`src/rtl/toy_pkg.sv`:
```
// toy_pkg: shared CPU width constants and fetch reset address
package toy_pkg;
  localparam int TOY_ADDR_W = 12;
  localparam int TOY_INST_W = 16;
  localparam int TOY_RESET_PC = 0;
endpackage

```
`src/rtl/fetch_queue.sv`:
```
// fetch_queue: circular {pc,inst} buffer; push/pop/flush in, head entry and count out
module fetch_queue #(
  parameter int AW = 12,
  parameter int IW = 16,
  parameter int DEPTH = 2,
  localparam int PW = $clog2(DEPTH),
  localparam int CW = $clog2(DEPTH) + 1
) (
  input  logic          clk,
  input  logic          rst,
  input  logic          push,
  input  logic          pop,
  input  logic          flush,
  input  logic [AW-1:0] wr_pc,
  input  logic [IW-1:0] wr_inst,
  output logic [AW-1:0] head_pc,
  output logic [IW-1:0] head_inst,
  output logic [CW-1:0] count
);
  logic [AW-1:0] pc_mem [DEPTH];
  logic [IW-1:0] inst_mem [DEPTH];
  logic [PW-1:0] wptr, rptr;
  assign head_pc = pc_mem[rptr];
  assign head_inst = inst_mem[rptr];
  always_ff @(posedge clk) begin
    if (rst) begin
      wptr <= '0;
      rptr <= '0;
      count <= '0;
      for (int i = 0; i < DEPTH; i++) begin
        pc_mem[i] <= '0;
        inst_mem[i] <= '0;
      end
    end else if (flush) begin
      wptr <= '0;
      rptr <= '0;
      count <= '0;
    end else begin
      if (push) begin
        pc_mem[wptr] <= wr_pc;
        inst_mem[wptr] <= wr_inst;
        wptr <= wptr + 1'b1;
      end
      if (pop) rptr <= rptr + 1'b1;
      count <= count + CW'(push) - CW'(pop);
    end
  end
endmodule

```
`src/rtl/fetch_unit.sv`:
```
// fetch_unit: fetch PC + queue; imem_addr/imem_inst to memory, redirect/halt control, inst_valid/ready/out/pc/count to decode
module fetch_unit
  import toy_pkg::*;
#(
  parameter int ADDR_W = TOY_ADDR_W,
  parameter int INST_W = TOY_INST_W,
  parameter int DEPTH = 2,
  parameter int RESET_PC = TOY_RESET_PC
) (
  input  logic                     clk,
  input  logic                     rst,
  output logic [ADDR_W-1:0]        imem_addr,
  input  logic [INST_W-1:0]        imem_inst,
  input  logic                     redirect_valid,
  input  logic [ADDR_W-1:0]        redirect_pc,
  input  logic                     halt,
  output logic                     inst_valid,
  input  logic                     inst_ready,
  output logic [INST_W-1:0]        inst_out,
  output logic [ADDR_W-1:0]        inst_pc,
  output logic [$clog2(DEPTH):0]   count
);
  localparam int CW = $clog2(DEPTH) + 1;
  localparam logic [CW-1:0] FULL = CW'(DEPTH);
  logic [ADDR_W-1:0] fpc;
  logic push, pop;
  assign imem_addr = fpc;
  assign inst_valid = count != '0;
  assign pop = inst_valid && inst_ready;
  assign push = !halt && !redirect_valid && (count < FULL || pop);
  always_ff @(posedge clk) begin
    if (rst) fpc <= ADDR_W'(RESET_PC);
    else if (redirect_valid) fpc <= redirect_pc;
    else if (push) fpc <= fpc + 1'b1;
  end
  fetch_queue #(.AW(ADDR_W), .IW(INST_W), .DEPTH(DEPTH)) u_queue (
    .clk(clk),
    .rst(rst),
    .push(push),
    .pop(pop),
    .flush(redirect_valid),
    .wr_pc(fpc),
    .wr_inst(imem_inst),
    .head_pc(inst_pc),
    .head_inst(inst_out),
    .count(count)
  );
endmodule

```
`config.mk`:
```
export PLATFORM = sky130hd
export DESIGN_NAME = fetch_unit
export DESIGN_NICKNAME = d
export VERILOG_FILES = /design/src/rtl/toy_pkg.sv /design/src/rtl/fetch_queue.sv /design/src/rtl/fetch_unit.sv
export SDC_FILE = /design/constraint.sdc
export NUM_CORES = 1
export LEC_CHECK = 0
export BUFFER_PORTS_ARGS = -buffer_cell sky130_fd_sc_hd__buf_4
export CORE_ASPECT_RATIO = 0.5
export CORE_UTILIZATION = 49
export DETAILED_ROUTE_END_ITERATION = 8
export GPL_TIMING_DRIVEN = 0
export PLACE_DENSITY_LB_ADDON = 0.3
export SYNTH_ARGS = -nofsm -noshare
export SYNTH_HDL_FRONTEND = slang
export SYNTH_HIERARCHICAL = 1
export SYNTH_SLANG_ARGS = --single-unit
export TNS_END_PERCENT = 100
```
`constraint.sdc`:
```
create_clock -name clk -period 2.5 [get_ports clk]
set_input_delay 0.75 -clock clk [delete_from_list [all_inputs] [get_ports clk]]
set_output_delay 0.75 -clock clk [all_outputs]
set_load 0.01 [all_outputs]
```
# [Word-level counts from Yosys, hierarchy flattened]
# Memory sizes are Yosys's and may differ from the RTL's. A register that Yosys moved wholly into a read port is not among the register bits.
# Cells that the tools add are included.
[word_totals] reg_bits=16 ramBits=56 inputBits=33 output_inout_bits=43 elab_cells=41 mem_count=2
[memory_table] name="u_queue.inst_mem" words=2 word_bits=16 rd=1 rd_ports_with_merged_regs=1 write_ports=2 line="fetch_queue.sv:21" rtl="logic [IW-1:0] inst_mem [DEPTH];"
[memory_table] name="u_queue.pc_mem" words=2 word_bits=12 rd=1 rd_ports_with_merged_regs=1 write_ports=2 line="fetch_queue.sv:20" rtl="logic [AW-1:0] pc_mem [DEPTH];"
[op_classes] n_addsub=5 order_cmp=1 n_mux=18 n_reduce_logical=11
[op_table] cell="$mux W12" n=3
[op_table] cell="$mux W16" n=1
[op_table] cell="$reduce_or A16 Y1" n=1
[op_table] cell="$mux W1" n=14
[op_table] cell="$add A12 B1 Y12 const B" n=1
[op_table] cell="$reduce_or A12 Y1" n=1
[op_table] cell="$reduce_bool A2 Y1" n=2
[op_table] cell="$logic_and A1 B1 Y1" n=3
[op_table] cell="$add A1 B1 Y1 const B" n=2
[op_table] cell="$add A2 B1 Y2" n=1
[op_table] cell="$logic_not A1 Y1" n=2
[op_table] cell="$lt A2 B2 Y1 const B" n=1
[op_table] cell="$reduce_or A2 Y1" n=1
[op_table] cell="$sub A2 B1 Y2" n=1
[op_table] cell="$logic_or A1 B1 Y1" n=1

# [Logic depth before layout (Yosys ltp)]
[logic_depth] depth_word=10 depth_mapped=9 depth_no_buf=8

# [By module]
# Netlist, hierarchy kept.
[by_module_without_submodules] mod="fetch_queue" n_inst=1 cells_per_inst=178 area_each_um2=2718.9 seq_area_each_um2=1781.7
[by_module_without_submodules] mod="fetch_unit" n_inst=1 cells_per_inst=84 area_each_um2=760.7 seq_area_each_um2=240.2

# [Worst setup path after synthesis]
# No wires, ideal clock.
[synth_timing] path_type="in2reg" start="in inst_ready" end="mem u_queue.inst_mem[0][0], enable pin" setup_time_ns=0.384 arrival_ns=2.208 t_required_ns=2.116 setup_slack_ns=-0.092 path_stages=6 n_path_buf=2 path_cell_list="nor2b_4 > buf_6 > nor3_1 > nor2b_2 > buf_2 > a21o_1"
[synth_lines] item="from (decl)" line="fetch_unit.sv:18" rtl="input logic inst_ready,"
[synth_lines] item="to (decl)" line="fetch_queue.sv:21"

==> qor.log <==
qor: floorplan.placeableCoreArea 6780 µm²
qor: timing.rsz_0062_raised_after_global_routing false
qor: pwr.cellInternalPower 2490 µW
qor: timing.slew_headroom 0.705
qor: worst_setup_path.cp.depth 7
qor: cts.postCtsSetupBuffers 0
qor: worst_setup_path.critical_path.reg2reg.startpoint u_queue/count[1]
qor: global_route.pin_count_of_the_biggest_net_entering_global_routing 29
qor: cells_and_area.fin_nets 384
qor: worst_setup_path.setup.worst_path.end_class register
qor: pwr.power.clock.fraction 0.459
qor: synthesis.post_synth_inst_count 262
qor: drt.drt_first_pass_iters 4
qor: cts.cts-hold-fix-buffers 0
qor: timing.max_slew_vio_count 0
qor: pwr.comb_power_share 0.095
qor: worst_setup_path.critPathRequiredTime 2.48 ns
qor: timing.finalSetupViolCount 0
qor: cells_and_area.syn2layout_area_growth 29.8%
qor: synthesis.synth.ff_latch_count 73
qor: synthesis.synth.top_cells.by_count 57 x sky130_fd_sc_hd__and3_1, 56 x sky130_fd_sc_hd__edfxtp_1, 28 x sky130_fd_sc_hd__mux2_2, 17 x sky130_fd_sc_hd__dfxtp_1, 10 x sky130_fd_sc_hd__nor2_1
qor: synthesis.synthDominantAreaCellType sky130_fd_sc_hd__edfxtp_1
qor: pwr.seq_power_share 0.446
qor: drt.drt_iter0_markers 193
qor: synthesis.dominantRegCellSynth sky130_fd_sc_hd__edfxtp_1
qor: drt.remaining_drc_errors 0
qor: synthesis.sequential_area_share_after_synthesis 0.581
qor: drt.ant_nets 0
qor: drt.routed_wire_length_per_instance 16.6 µm
qor: drt.routed_wl 7380 µm
qor: floorplan.boundaryPins 76
qor: floorplan.design.die.area 7460 µm²
qor: status.status completed
qor: worst_setup_path.critical_path.max_stage_delay 0.38 ns
qor: job.cap_viol_max_count 0
qor: cts.tritoncts_clock_tree done
qor: cts.cts-root-buf sky130_fd_sc_hd__clkbuf_16
qor: pwr.p_switching 655 µW
qor: worst_setup_path.worst-path-buf-inv 3
qor: worst_setup_path.timing.critical_path.fanout_max 28
qor: worst_setup_path.nature_of_the_critical_path_startpoint input pin
qor: cts.clk_pin_slew 0.05 ns
qor: synthesis.synth.most_common_cell sky130_fd_sc_hd__and3_1
qor: worst_hold_path.hp-class register to register
qor: floorplan.floorplan.initialDensity 0.513
qor: cts.cts_buffers 9
qor: pwr.vdd_drop_max 0.444 mV
qor: placed_design.routabilityCongestion 0.830
qor: synthesis.cell_area_after_technology_mapping 3480 µm²
qor: global_route.antenna_found_initial 0
qor: drt.via_per_inst 5.34
qor: timing.crit_path_time_final 2.29 ns
qor: cts.clkSinkCount 73
qor: timing.layout_worst_path_cycle_share 0.915
qor: worst_setup_path.timing.rr.end u_queue/pc_mem[0][7]
qor: placed_design.place_inst 429
qor: synthesis.syn-mean-instance-area 13.3 µm²
qor: worst_hold_path.worst_hold_path_ep u_queue/rptr
qor: global_route.grt_overflow 0
qor: global_route.global_route.usage.total 0.206
qor: placed_design.place_ws -0.350 ns
qor: timing.final_worst_setup_slack 0.213 ns
qor: cts.clock_path_buffers 2
qor: floorplan.num_rows 21
qor: synthesis.synth_fp_nets 298
qor: floorplan.die_height 61.6 µm
qor: timing.tns 0 ns
qor: timing.timing_hold_violations_final 0
qor: timing.fin_worst_skew 0.00561 ns
qor: pwr.leakage 0.00202 µW
qor: global_route.wire_length_of_the_first_global_routing_pass 11,300 µm
qor: timing.timing_worst_slew_pin_value 0.443 ns
qor: cells_and_area.layout-drive-gt1-share 0.428
qor: worst_setup_path.r2r_cells 6
qor: pwr.power.density_cell_area 697 nW/µm²
qor: cells_and_area.finalNonFillerCells 445
qor: worst_setup_path.worst_ep_arrival_time 2.27 ns
qor: placed_design.buffers_on_ports 75
qor: synthesis.netlist_top_cells_area sky130_fd_sc_hd__edfxtp_1 48%, sky130_fd_sc_hd__and3_1 10%, sky130_fd_sc_hd__dfxtp_1 9.8%
qor: cts.h_tree_depth 3
qor: worst_setup_path.ff2ff_setup_slack 0.29 ns
qor: pwr.p_sw_frac 0.208
qor: synthesis.count_of_flip_flops_with_a_built_in_enable_after_synthesis 56
qor: synthesis.ys.warnings.count 6
qor: worst_hold_path.timing.hold.worst_path_depth 2
qor: floorplan.dieWidth 121 µm
qor: worst_setup_path.criticalPathCategory input pin to register
qor: worst_setup_path.delay_heaviest_family_cp simple AND/OR/NAND/NOR gates
qor: worst_setup_path.path_cells buf_4, nor2b_4, buf_6, nor3_1, nor2b_2, buf_2, a21o_4
qor: cells_and_area.antenna_cells 0
qor: cts.insertion_delay 0.32 ns
qor: global_route.first_global_vias 2,375
qor: pwr.p_total 3150 µW
qor: placed_design.detailedPlacementHpwl 5040 µm
qor: synthesis.synth-async-reset-ratio 0
qor: drt.vias 2,378
qor: worst_setup_path.slowest_stage sky130_fd_sc_hd__a21o_4
qor: worst_hold_path.worst_hold_launch u_queue/rptr
qor: synthesis.post_synth_cell_types 48
qor: timing.max_clock_freq 437 MHz
qor: synthesis.yosys.area.top_type_share 0.483
-- registers in the layout, summed over array words and instances (netlist names), named ones only --
| name | cells |
|---|---|
| u_queue/wptr | 1 |
| u_queue/inst_mem | 32 |
| u_queue/count | 2 |
| u_queue/pc_mem | 24 |
| imem_addr | 12 |
| u_queue/rptr | 1 |
-- power groups by stage --
| stage | clock network, µW | registers [µW] | logic, µW |
|---|---|---|---|
| 2_1_floorplan | 0 | 1420 | 147 |
| 3_3_place_gp | 0 | 1420 | 292 |
| 3_5_place_dp | 0 | 1430 | 297 |
| 4_1_cts | 1460 | 1400 | 301 |
| 5_1_grt | 1510 | 1410 | 323 |
| 6_report | 1440 | 1400 | 299 |
-- layer usage --
layer | vias to the layer above | routed length [µm] | global-route usage
li1 | 1164 | - | -
met1 | 1133 | 3200 | 0.257
met2 | 73 | 3650 | 0.353
met3 | 8 | 460 | 0.0491
met4 | 0 | 76 | 0.0952
met5 | - | 0 | 0
-- stage by stage --
stage          utilization  hold slack (ns)  instance area, µm²
6_report             0.666            0.558                4520
5_1_grt              0.666            0.581                4520
4_1_cts              0.665            0.560                4510
3_5_place_dp         0.614            0.547                4160
3_3_place_gp         0.614            0.538                4160
2_1_floorplan            -            0.518                3480
-- area by class of cell --
cell class,count,area (µm²)
flip-flops and latches,73,2020
inverters,5,18.8
multi-input cells,166,1300
clock buffers,9,225
plain buffers,18,151
fillers,501,2260
well taps,92,115
clock inverters,7,118
repair buffers,75,563
-- worst max-delay path by stage --
stage | start | endpoint
after floorplan | inst_ready | u_queue/inst_mem[0][0]
after global placement | inst_ready | u_queue/inst_mem[0][3]
after detailed placement | inst_ready | u_queue/inst_mem[0][3]
after CTS | inst_ready | u_queue/pc_mem[1][11]
after global routing | inst_ready | u_queue/inst_mem[0][15]
final | inst_ready | u_queue/pc_mem[0][7]
-- worst min-delay path: cells and delay by family, from the launching register on --
kind | cells | cell delay, ns
DFF | 1 | 0.32
and+or+nand+nor | 1 | 0.05
xor gates and xnor gates | 1 | 0.14
-- layout by cell type (no fill, tap or decap), types with 3 or more instances in the layout --
cell,Yosys,layout
sky130_fd_sc_hd__inv_1,4,4
sky130_fd_sc_hd__buf_6,9,9
sky130_fd_sc_hd__ha_1,3,3
sky130_fd_sc_hd__nor3_1,5,5
sky130_fd_sc_hd__mux2_2,28,28
sky130_fd_sc_hd__xnor2_1,7,7
sky130_fd_sc_hd__bufinv_16,0,3
sky130_fd_sc_hd__nor2_1,10,10
sky130_fd_sc_hd__a21oi_1,4,4
sky130_fd_sc_hd__clkbuf_16,0,9
sky130_fd_sc_hd__buf_4,3,78
sky130_fd_sc_hd__and3_1,57,57
sky130_fd_sc_hd__edfxtp_1,56,56
sky130_fd_sc_hd__a311oi_1,3,3
sky130_fd_sc_hd__dfxtp_1,17,17
sky130_fd_sc_hd__nand2_1,7,7
sky130_fd_sc_hd__and2_1,3,3
-- cell families (layout without fill, tap and decap cells) --
group | Yosys count | count (layout) | synth area share
AND/OR/NAND/NOR | 104 | 104 | 0.195
flip-flops | 73 | 73 | 0.581
multiplexers | 28 | 28 | 0.0906
buffers and inverters | 23 | 114 | 0.0489
AO/OA/AOI/OAI | 21 | 21 | 0.0442
XOR/XNOR | 10 | 10 | 0.0291
adder cells (fa/ha/maj) | 3 | 3 | 0.0108
-- what timing repair did --
item,in CTS,in global routing
gates resized for setup,1,1
endpoints found under the setup margin,28,28
gates cloned,0,0
Power figures use the tool's default switching activity.
